File: src/rtl/rx_word_sr_pkg.sv
// Shared types and helpers for the rx_word_sr receive shifter.
package rx_word_sr_pkg;

  localparam int RX_DEFAULT_WIDTH = 8;

  typedef enum logic {
    RX_EMPTY,
    RX_FULL
  } rx_hold_state_t;

  function automatic int rx_cnt_width(input int w);
    return $clog2(w + 1);
  endfunction

endpackage

File: src/rtl/rx_word_sr_bit_counter.sv
// Rollover bit counter for rx_word_sr; rollover flags the final bit of a word.
module rx_bit_counter #(
  parameter int WIDTH = 4
) (
  input  logic             clk,
  input  logic             rst,
  input  logic             count_enable,
  input  logic             clear,
  input  logic [WIDTH-1:0] rollover_val,
  output logic [WIDTH-1:0] count,
  output logic             rollover
);

  logic [WIDTH-1:0] r_count;

  assign rollover = count_enable & (r_count == rollover_val);
  assign count    = r_count;

  always_ff @(posedge clk or posedge rst) begin
    if (rst) begin
      r_count <= '0;
    end else if (clear) begin
      r_count <= '0;
    end else if (count_enable) begin
      r_count <= rollover ? '0 : r_count + WIDTH'(1);
    end
  end

endmodule

File: src/rtl/rx_word_sr.sv
// Parametrised serial-to-parallel I2C receive stage with a valid/ack holding register.
// Optional sticky overrun detection is built when RX_WORD_SR_OVERRUN_EN is defined.
module rx_word_sr
  import rx_word_sr_pkg::*;
#(
  parameter int DATA_WIDTH = RX_DEFAULT_WIDTH,
  parameter int MSB_FIRST  = 1
) (
  input  logic                                    clk,
  input  logic                                    rst,
  input  logic                                    sda_in,
  input  logic                                    rising_edge_found,
  input  logic                                    rx_enable,
  input  logic                                    clear,
  input  logic                                    data_ack,
  output logic [DATA_WIDTH-1:0]                   rx_shift,
  output logic [rx_cnt_width(DATA_WIDTH)-1:0]     bit_count,
  output logic [DATA_WIDTH-1:0]                   rx_data,
  output logic                                    rx_valid,
  output logic                                    word_done,
  output logic                                    overrun
);

  localparam int CNT_W = rx_cnt_width(DATA_WIDTH);

  logic                  r_shiftPulse;
  logic                  r_sdaQ;
  logic [DATA_WIDTH-1:0] r_shift;
  logic [DATA_WIDTH-1:0] r_data;
  logic                  r_wordDone;
  rx_hold_state_t        r_state;
  rx_hold_state_t        w_stateNext;
  logic                  w_shift;
  logic                  w_rollover;
  logic                  w_done;
  logic [DATA_WIDTH-1:0] w_nextShift;

  // Strobe and data are registered together so they stay aligned; clear drops the new strobe.
  always_ff @(posedge clk or posedge rst) begin
    if (rst) begin
      r_shiftPulse <= 1'b0;
      r_sdaQ       <= 1'b0;
    end else begin
      r_shiftPulse <= rx_enable & rising_edge_found & ~clear;
      r_sdaQ       <= sda_in;
    end
  end

  assign w_shift = r_shiftPulse & ~clear;
  assign w_done  = w_shift & w_rollover;

  generate
    if (MSB_FIRST != 0) begin : g_msbFirst
      assign w_nextShift = {r_shift[DATA_WIDTH-2:0], r_sdaQ};
    end else begin : g_lsbFirst
      assign w_nextShift = {r_sdaQ, r_shift[DATA_WIDTH-1:1]};
    end
  endgenerate

  rx_bit_counter #(
    .WIDTH(CNT_W)
  ) u_bitCounter (
    .clk         (clk),
    .rst         (rst),
    .count_enable(w_shift),
    .clear       (clear),
    .rollover_val(CNT_W'(DATA_WIDTH - 1)),
    .count       (bit_count),
    .rollover    (w_rollover)
  );

  always_ff @(posedge clk or posedge rst) begin
    if (rst) begin
      r_shift    <= '0;
      r_data     <= '0;
      r_wordDone <= 1'b0;
    end else begin
      r_wordDone <= w_done;
      if (clear) begin
        r_shift <= '0;
      end else if (w_shift) begin
        r_shift <= w_nextShift;
      end
      if (w_done) begin
        r_data <= w_nextShift;
      end
    end
  end

  always_ff @(posedge clk or posedge rst) begin
    if (rst) begin
      r_state <= RX_EMPTY;
    end else begin
      r_state <= w_stateNext;
    end
  end

  // A completion landing together with an ack keeps the register full with the new word.
  always_comb begin
    w_stateNext = r_state;
    case (r_state)
      RX_EMPTY: if (w_done) w_stateNext = RX_FULL;
      RX_FULL:  if (!w_done && data_ack) w_stateNext = RX_EMPTY;
      default:  w_stateNext = RX_EMPTY;
    endcase
  end

`ifdef RX_WORD_SR_OVERRUN_EN
  logic r_overrun;

  always_ff @(posedge clk or posedge rst) begin
    if (rst) begin
      r_overrun <= 1'b0;
    end else if (clear) begin
      r_overrun <= 1'b0;
    end else if (w_done && (r_state == RX_FULL) && !data_ack) begin
      r_overrun <= 1'b1;
    end
  end

  assign overrun = r_overrun;
`else
  assign overrun = 1'b0;
`endif

  assign rx_shift  = r_shift;
  assign rx_data   = r_data;
  assign rx_valid  = (r_state == RX_FULL);
  assign word_done = r_wordDone;

endmodule

File: config.mk
export PLATFORM = sky130hd
export DESIGN_NAME = rx_word_sr
export DESIGN_NICKNAME = d
export VERILOG_FILES = /design/src/rtl/rx_word_sr_pkg.sv /design/src/rtl/rx_word_sr_bit_counter.sv /design/src/rtl/rx_word_sr.sv
export SDC_FILE = /design/constraint.sdc
export NUM_CORES = 1
export LEC_CHECK = 0
export BUFFER_PORTS_ARGS = -buffer_cell sky130_fd_sc_hd__buf_4
export CORE_AREA = 2 2 48 50
export CTS_CLUSTER_SIZE = 20
export DETAILED_ROUTE_END_ITERATION = 10
export DIE_AREA = 0 0 50 52
export PLACE_DENSITY = 0.73
export SLEW_MARGIN = 10
export SYNTH_ARGS = -nofsm -noshare
export SYNTH_HDL_FRONTEND = slang
export SYNTH_SLANG_ARGS = --single-unit
File: constraint.sdc
create_clock -name clk -period 2.1 [get_ports clk]
set_input_delay 0.42 -clock clk [delete_from_list [all_inputs] [get_ports clk]]
set_output_delay 0.42 -clock clk [all_outputs]
set_load 0.02 [all_outputs]
==> impl_metrics.csv, run 1 <==
group,metric,value,unit
die,start_util,45.40,%
sta,post-route-period-util,79.55,%
grt,antenna_found_initial,0,
placement,placed_cells,128,
power,power.total,0.7008,mW
clock_network,cts_htree_levels,1,
logic_synthesis,synth_area_leaders,"dfrtp_1 (63%), mux2i_1 (9.4%), mux2_1 (9.4%)",
cells_and_area,seq_area,600.6,um^2
cells_and_area,fin_cells,131,
logic_synthesis,syn_inst,73,
grt,met2_usage,23.25,%
cells_and_area,nets,113,
critical_path,critPathCaptureType,"flip-flop",
route,viasPerCell,4.916,
logic_synthesis,yosys.cell_types.count,19,
power,irDropWorstVdd,322.7,uV
clock_network,ctsResizeCount,0,
critical_path,arrival,1.86,ns
min_path,hold_path.class,"input pin to async pin",
sta,period_needed,1.671,ns
grt,top_usage_layer,"met2",
grt,use_met1,18.11,%
placement,dp_hpwl,1216,um
logic_synthesis,synth_top_area_cell,"dfrtp_1",
placement,place_congestion,0.7284,
cells_and_area,drive_gt1_share,33.98,%
clock_network,cts-buffers-inserted,3,
critical_path,path_max_fanout,10,
grt,grt_pass1_vias,635,
grt,grt_max_degree,25,
die,design.die.area,2600,um^2
sta,whs,0.1565,ns
route,firstDrtPassIters,4,
die,coreArea,2106,um^2
clock_network,cts_root_buf,"clkbuf_4",
critical_path,critical_path_class,"flip-flop to flip-flop",
cells_and_area,n_fill_cell,191,
die,die_w,50,um
power,power.density,573.2,nW/um^2
power,p_leak,0.6511,nW
route,routed-via-count,644,
cells_and_area,diodes,0,
clock_network,holdBufCountCts,0,
logic_synthesis,synth.avg_cell_area,13.09,um^2
sta,clock_skew,0.0007934,ns
die,io_pins,30,
route,ant_nets,0,
sta,final_max_slew_viol_count,0,
clock_network,cts.clk_slew.worst_paths,0.12,ns
clock_network,cts_sinks,24,
placement,port_buffers,28,
logic_synthesis,ys_ff_latch,24,
cells_and_area,multiInputGateArea,324.1,um^2
sta,fin_tns_setup,0,ns
sta,max_freq,598.6,MHz
cells_and_area,syn_to_final_growth,27.88,%
grt,gr-usage-met3,2.011,%
clock_network,cts_tree,"yes",
die,num_rows,17,
sta,setup_viol,0,
route,drt-total-wl,1651,um
flow_run,drv_cap,0,
placement,dp_slack,0.4362,ns
logic_synthesis,yosysTopAreaCellShare,62.83,%
logic_synthesis,synth.net_count,81,
placement,dpl_cell_area,1200,um^2
sta,setup_ws,0.4294,ns
route,drc,0,
logic_synthesis,yosysSeqAreaShare,62.83,%
sta,rsz0062_at_grt,"false",
route,wl_per_cell,12.60,um
sta,finalHoldViolations,0,
grt,overflow,0,
grt,grt_pass1_wl,2808,um
cells_and_area,final_util,58.05,%
logic_synthesis,synthesis.area,955.9,um^2
die,fp.dieH,52,um
route,dr.first_iter.drc_count,7,
logic_synthesis,yosysWarningCount,0,
clock_network,post_cts_buffers,0,
run_status,outcome,"finished clean",
critical_path,worst_setup_path_start_kind,"flip-flop",
grt,track_usage,14.26,%
cells_and_area,final_cell_area,1222,um^2
clock_network,clk_path_buf_depth,2,
critical_path,required,2.29,ns
clock_network,clock_latency,0.30,ns
[flip-flops by register name, summed over array words and instances (netlist names)]
register / cells
u_bitCounter.count: 4
rx_shift: 8
word_done: 1
r_shiftPulse: 1
rx_valid: 1
rx_data: 8
r_sdaQ: 1
[logic make-up after synthesis]
logic type | share of synthesized area (%)
xor gates and xnor gates | 0.9164
AOI/OAI and AO/OA | 1.833
buffers and inverters | 3.271
and+or+nand+nor | 10.60
DFF | 62.83
adders and majority gates | 1.309
other | 0.3923
muxes | 18.85
[layout make-up]
type | instances | area share, %
repair buffers | 31 | 19.04
flip-flops and latches | 24 | 49.13
inverters | 2 | 0.6141
well taps | 28 | 2.866
multi-input cells | 43 | 26.51
clock buffers | 3 | 1.842
[cells in the final DEF, fill, tap and decap left out]
cell	count
buf_4	31
dfrtp_1	24
nor2_1	11
mux2i_1	9
mux2_1	8
nand2_1	3
clkbuf_4	3
a21oi_1	2
inv_1	2
nand3b_1	2
nor4b_2	1
nand4_1	1
or3_1	1
a21o_1	1
nand2b_1	1
xor2_1	1
ha_1	1
conb_1	1
[final timing paths]
check                                      start  depth (start not counted)  slack [ns]     endpoint
min in group clk                          sda_in                          1        0.22       r_sdaQ
max in group asynchronous                    rst                          3        1.72  rx_shift[6]
max                        u_bitCounter.count[0]                          5        0.43   rx_data[4]
min                                          rst                          3        0.16   rx_data[5]
max reg2reg                u_bitCounter.count[0]                          5        0.43   rx_data[4]
min reg2reg                           rx_data[7]                          1        0.50   rx_data[7]
[power by group]
group | total [mW] | switching (mW) | leakage [nW] | internal (mW)
Sequential | 0.470 | 0.00365 | 0.332 | 0.466
Clock | 0.187 | 0.121 | 0.0138 | 0.0668
Combinational | 0.0437 | 0.0258 | 0.305 | 0.0179
[Yosys cell counts]
library cell / instances
nand2b_1: 1
xor2_1: 1
nand2_1: 3
or3_1: 1
nor2_1: 11
clkbuf_1: 1
ha_1: 1
dfrtp_1: 24
buf_2: 1
buf_4: 2
a21o_1: 1
nand3b_1: 2
mux2_1: 8
mux2i_1: 9
nor4b_2: 1
nand4_1: 1
conb_1: 1
a21oi_1: 2
inv_1: 2
[critical path, cell delays in order, from the launching register on]
cell     delay [ns]
dfrtp_1        0.45
ha_1           0.22
nand2_1        0.10
nor4b_2        0.25
buf_4          0.22
mux2_1         0.33
[metal layers]
metal	share of wire, %	vias up
li1	-	303
met1	45	318
met2	49	19
met3	4.5	4
met4	1.6	0
met5	0	-
No activity file was read; power rests on OpenSTA's default activity.
==> inputs of run 2 (changes only) <==
- ABC_AREA: not set -> 1
- CORE_AREA: 2 2 48 50 -> 2 2 50 52
- DIE_AREA: 0 0 50 52 -> 0 0 52 54
- PLACE_DENSITY: 0.73 -> 0.71
- clock period: 2.1 -> 1.5 ns (I/O delays scaled with it)
==> run 2 against run 1 <==
Compared with the run above: clock skew rose by 0.0053 ns; synthesized area rose by 0.92%; via count rose by 11%; non-clock buffer count fell by 2; synthesized cell count rose by 25%; global-route usage rose by 0.42 points; worst setup slack got worse by 0.24 ns; core utilization fell by 5.3 points; design area rose by 0.10%; clock power rose by 43%; highest routed layer unchanged.
==> impl_metrics.csv, run 2 <==
group,metric,value,unit
power,power.density,800.4,nW/um^2
logic_synthesis,synth_area_leaders,"dfrtp_1 (62%), o21ai_2 (7.3%), inv_1 (5.8%)",
placement,dp_slack,0.2032,ns
cells_and_area,drive_gt1_share,35.54,%
clock_network,cts-buffers-inserted,3,
cells_and_area,layout_common_cells,"buf_4 (29), dfrtp_1 (24), nand2_1 (15), inv_1 (15), o21ai_2 (8)",
logic_synthesis,synth_edf_count,0,
critical_path,rr_worst_depth,6,
logic_synthesis,synth.avg_cell_area,10.60,um^2
power,p_leak,0.6252,nW
critical_path,arrival,1.51,ns
cells_and_area,diodes,0,
clock_network,holdBufCountCts,0,
sta,fin_tns_setup,0,ns
placement,place_congestion,0.7428,
logic_synthesis,yosys.cell_types.count,20,
cells_and_area,syn_to_final_growth,26.85,%
route,drt-total-wl,1838,um
power,p_sw_share,21.83,%
flow_run,drv_cap,0,
critical_path,r2r-end,"rx_data[2]",
critical_path,path_max_fanout,18,
min_path,hold_path.class,"input pin to async pin",
logic_synthesis,synth_common_cells,"dfrtp_1 (24), inv_1 (15), nand2_1 (15), o21ai_2 (8), o22ai_1 (7)",
logic_synthesis,async_flop_share,100.0,%
die,die_w,52,um
cells_and_area,n_fill_cell,218,
clock_network,cts_tree,"yes",
clock_network,cts_root_buf,"clkbuf_4",
route,wl_per_cell,12.17,um
logic_synthesis,synth_top_area_cell,"dfrtp_1",
grt,antenna_found_initial,0,
route,viasPerCell,4.735,
clock_network,cts.clk_slew.worst_paths,0.12,ns
logic_synthesis,synthesis.area,964.7,um^2
sta,post-route-period-util,87.17,%
critical_path,r2r_slack,0.19,ns
placement,port_buffers,28,
clock_network,clk_path_buf_depth,2,
grt,track_usage,14.68,%
route,firstDrtPassIters,3,
critical_path,r2r-start,"u_bitCounter.count[0]",
die,fp.dieH,54,um
power,power_frac_seq,67.0,%
logic_synthesis,syn_inst,91,
die,start_util,41.59,%
power,power.total,0.9794,mW
sta,rsz0062_at_grt,"false",
power,power_switching,0.2138,mW
cells_and_area,nets,131,
sta,whs,0.01456,ns
critical_path,startpoint,"u_bitCounter.count[0]",
die,io_pins,30,
logic_synthesis,synth.net_count,99,
logic_synthesis,synthFlopType,"dfrtp_1",
logic_synthesis,ys_ff_latch,24,
sta,clock_skew,0.006125,ns
placement,dp_hpwl,1377,um
critical_path,critPathCaptureType,"flip-flop",
sta,setup_viol,0,
critical_path,worst_setup_path_start_kind,"flip-flop",
logic_synthesis,yosysSeqAreaShare,62.26,%
clock_network,post_cts_buffers,0,
sta,setup_ws,0.1924,ns
grt,overflow,0,
logic_synthesis,post-synth-top-count-cell,"dfrtp_1",
power,power_frac_comb,5.7,%
cells_and_area,final_common_cell,"buf_4",
critical_path,critical_path_class,"flip-flop to flip-flop",
power,power.internal,0.7656,mW
logic_synthesis,yosysTopAreaCellShare,62.26,%
placement,placed_cells,148,
route,drc,0,
critical_path,required,1.70,ns
sta,final_max_slew_viol_count,0,
die,num_rows,18,
grt,grt_max_degree,25,
clock_network,cts_htree_levels,1,
power,irDropWorstVdd,592.7,uV
sta,period_needed,1.308,ns
critical_path,critPathCapture,"rx_data[2]",
logic_synthesis,yosysWarningCount,0,
grt,grt_pass1_vias,721,
cells_and_area,fin_cells,151,
route,routed-via-count,715,
die,coreArea,2320,um^2
die,design.die.area,2808,um^2
sta,finalHoldViolations,0,
route,dr.first_iter.drc_count,13,
route,ant_nets,0,
clock_network,clock_latency,0.31,ns
clock_network,ctsResizeCount,0,
power,clockPowerShare,27.3,%
grt,grt_pass1_wl,3015,um
run_status,outcome,"finished clean",
sta,max_freq,764.8,MHz
clock_network,cts_sinks,24,
run 2: changes by cell type in the layout (fill, tap and decap cells not counted), sizes merged, moves of 2 or more:
cell    previous run  this run
nor2              11         6
nand3              0         2
nand2              3        16
inv                2        16
nand3b             2         0
mux2i              9         0
o21ai              0        11
mux2               8         0
o22ai              0         7
buf               31        29
run 2: through the flow:
| stage | area (um^2) | util [%] |
|---|---|---|
| final | 1224 | 52.75 |
| after global routing | 1224 | 52.75 |
| after CTS | 1224 | 52.75 |
| after detailed placement | 1201 | 51.78 |
| after global placement | 1201 | 51.78 |
| after floorplan | 964.7 | - |
run 2: how the worst min path moves through the flow:
| stage | from | to | slack (ns) | cells past startpoint |
|---|---|---|---|---|
| finish | rst | r_shiftPulse | 0.01 | 3 |
| global route | rst | rx_shift[0] | 0.04 | 3 |
| CTS | rst | rx_data[3] | 0.02 | 3 |
| detailed placement | rst | rx_data[7] | 0.37 | 3 |
| global placement | rst | rx_data[7] | 0.36 | 3 |
| floorplan | rst | r_sdaQ | 0.31 | 1 |
run 2: layer usage:
layer / track usage (%) / wire length [um] / vias to the layer above
met1: 16.96 / 794 / 337
met5: 0 / 0 / -
met3: 3.333 / 116 / 3
met2: 25.95 / 901 / 24
met4: 6.579 / 25 / 0
li1: - / - / 351
run 2: logic make-up (layout without fill, tap and decap cells):
| kind of cell | count (synthesis) | in the layout | share of synthesized area (%) |
|---|---|---|---|
| AND/OR/NAND/NOR | 26 | 26 | 12.32 |
| flip-flops | 24 | 24 | 62.26 |
| AO/OA/AOI/OAI | 21 | 21 | 15.56 |
| buffers and inverters | 18 | 48 | 8.171 |
| adder cells (fa/ha/maj) | 1 | 1 | 1.297 |
| other | 1 | 1 | 0.3887 |
run 2: power groups by stage:
stage          clock network, mW  registers (mW)  logic, mW
6_report                   0.267           0.656     0.0558
5_1_grt                    0.312           0.658     0.0631
4_1_cts                    0.274           0.656     0.0573
3_5_place_dp                   0           0.669     0.0575
2_1_floorplan                  0           0.672     0.0283
3_3_place_gp                   0           0.669     0.0569
run 2: area by class of cell:
type / instances / area [um^2] / area share [%]
timing repair buffer: 29 / 217.7 / 17.79
multi-input combinational: 49 / 285.3 / 23.31
clock buffer: 3 / 22.52 / 1.840
sequential: 24 / 600.6 / 49.08
inverter: 16 / 60.06 / 4.908
tap: 30 / 37.54 / 3.067
run 2: critical path, cell delays in order, from the launching register on:
cell	delay (ns)
dfrtp_1	0.44
ha_1	0.22
nand2_1	0.10
nor2_4	0.12
nand2_4	0.15
nand2_1	0.11
o21ai_2	0.05
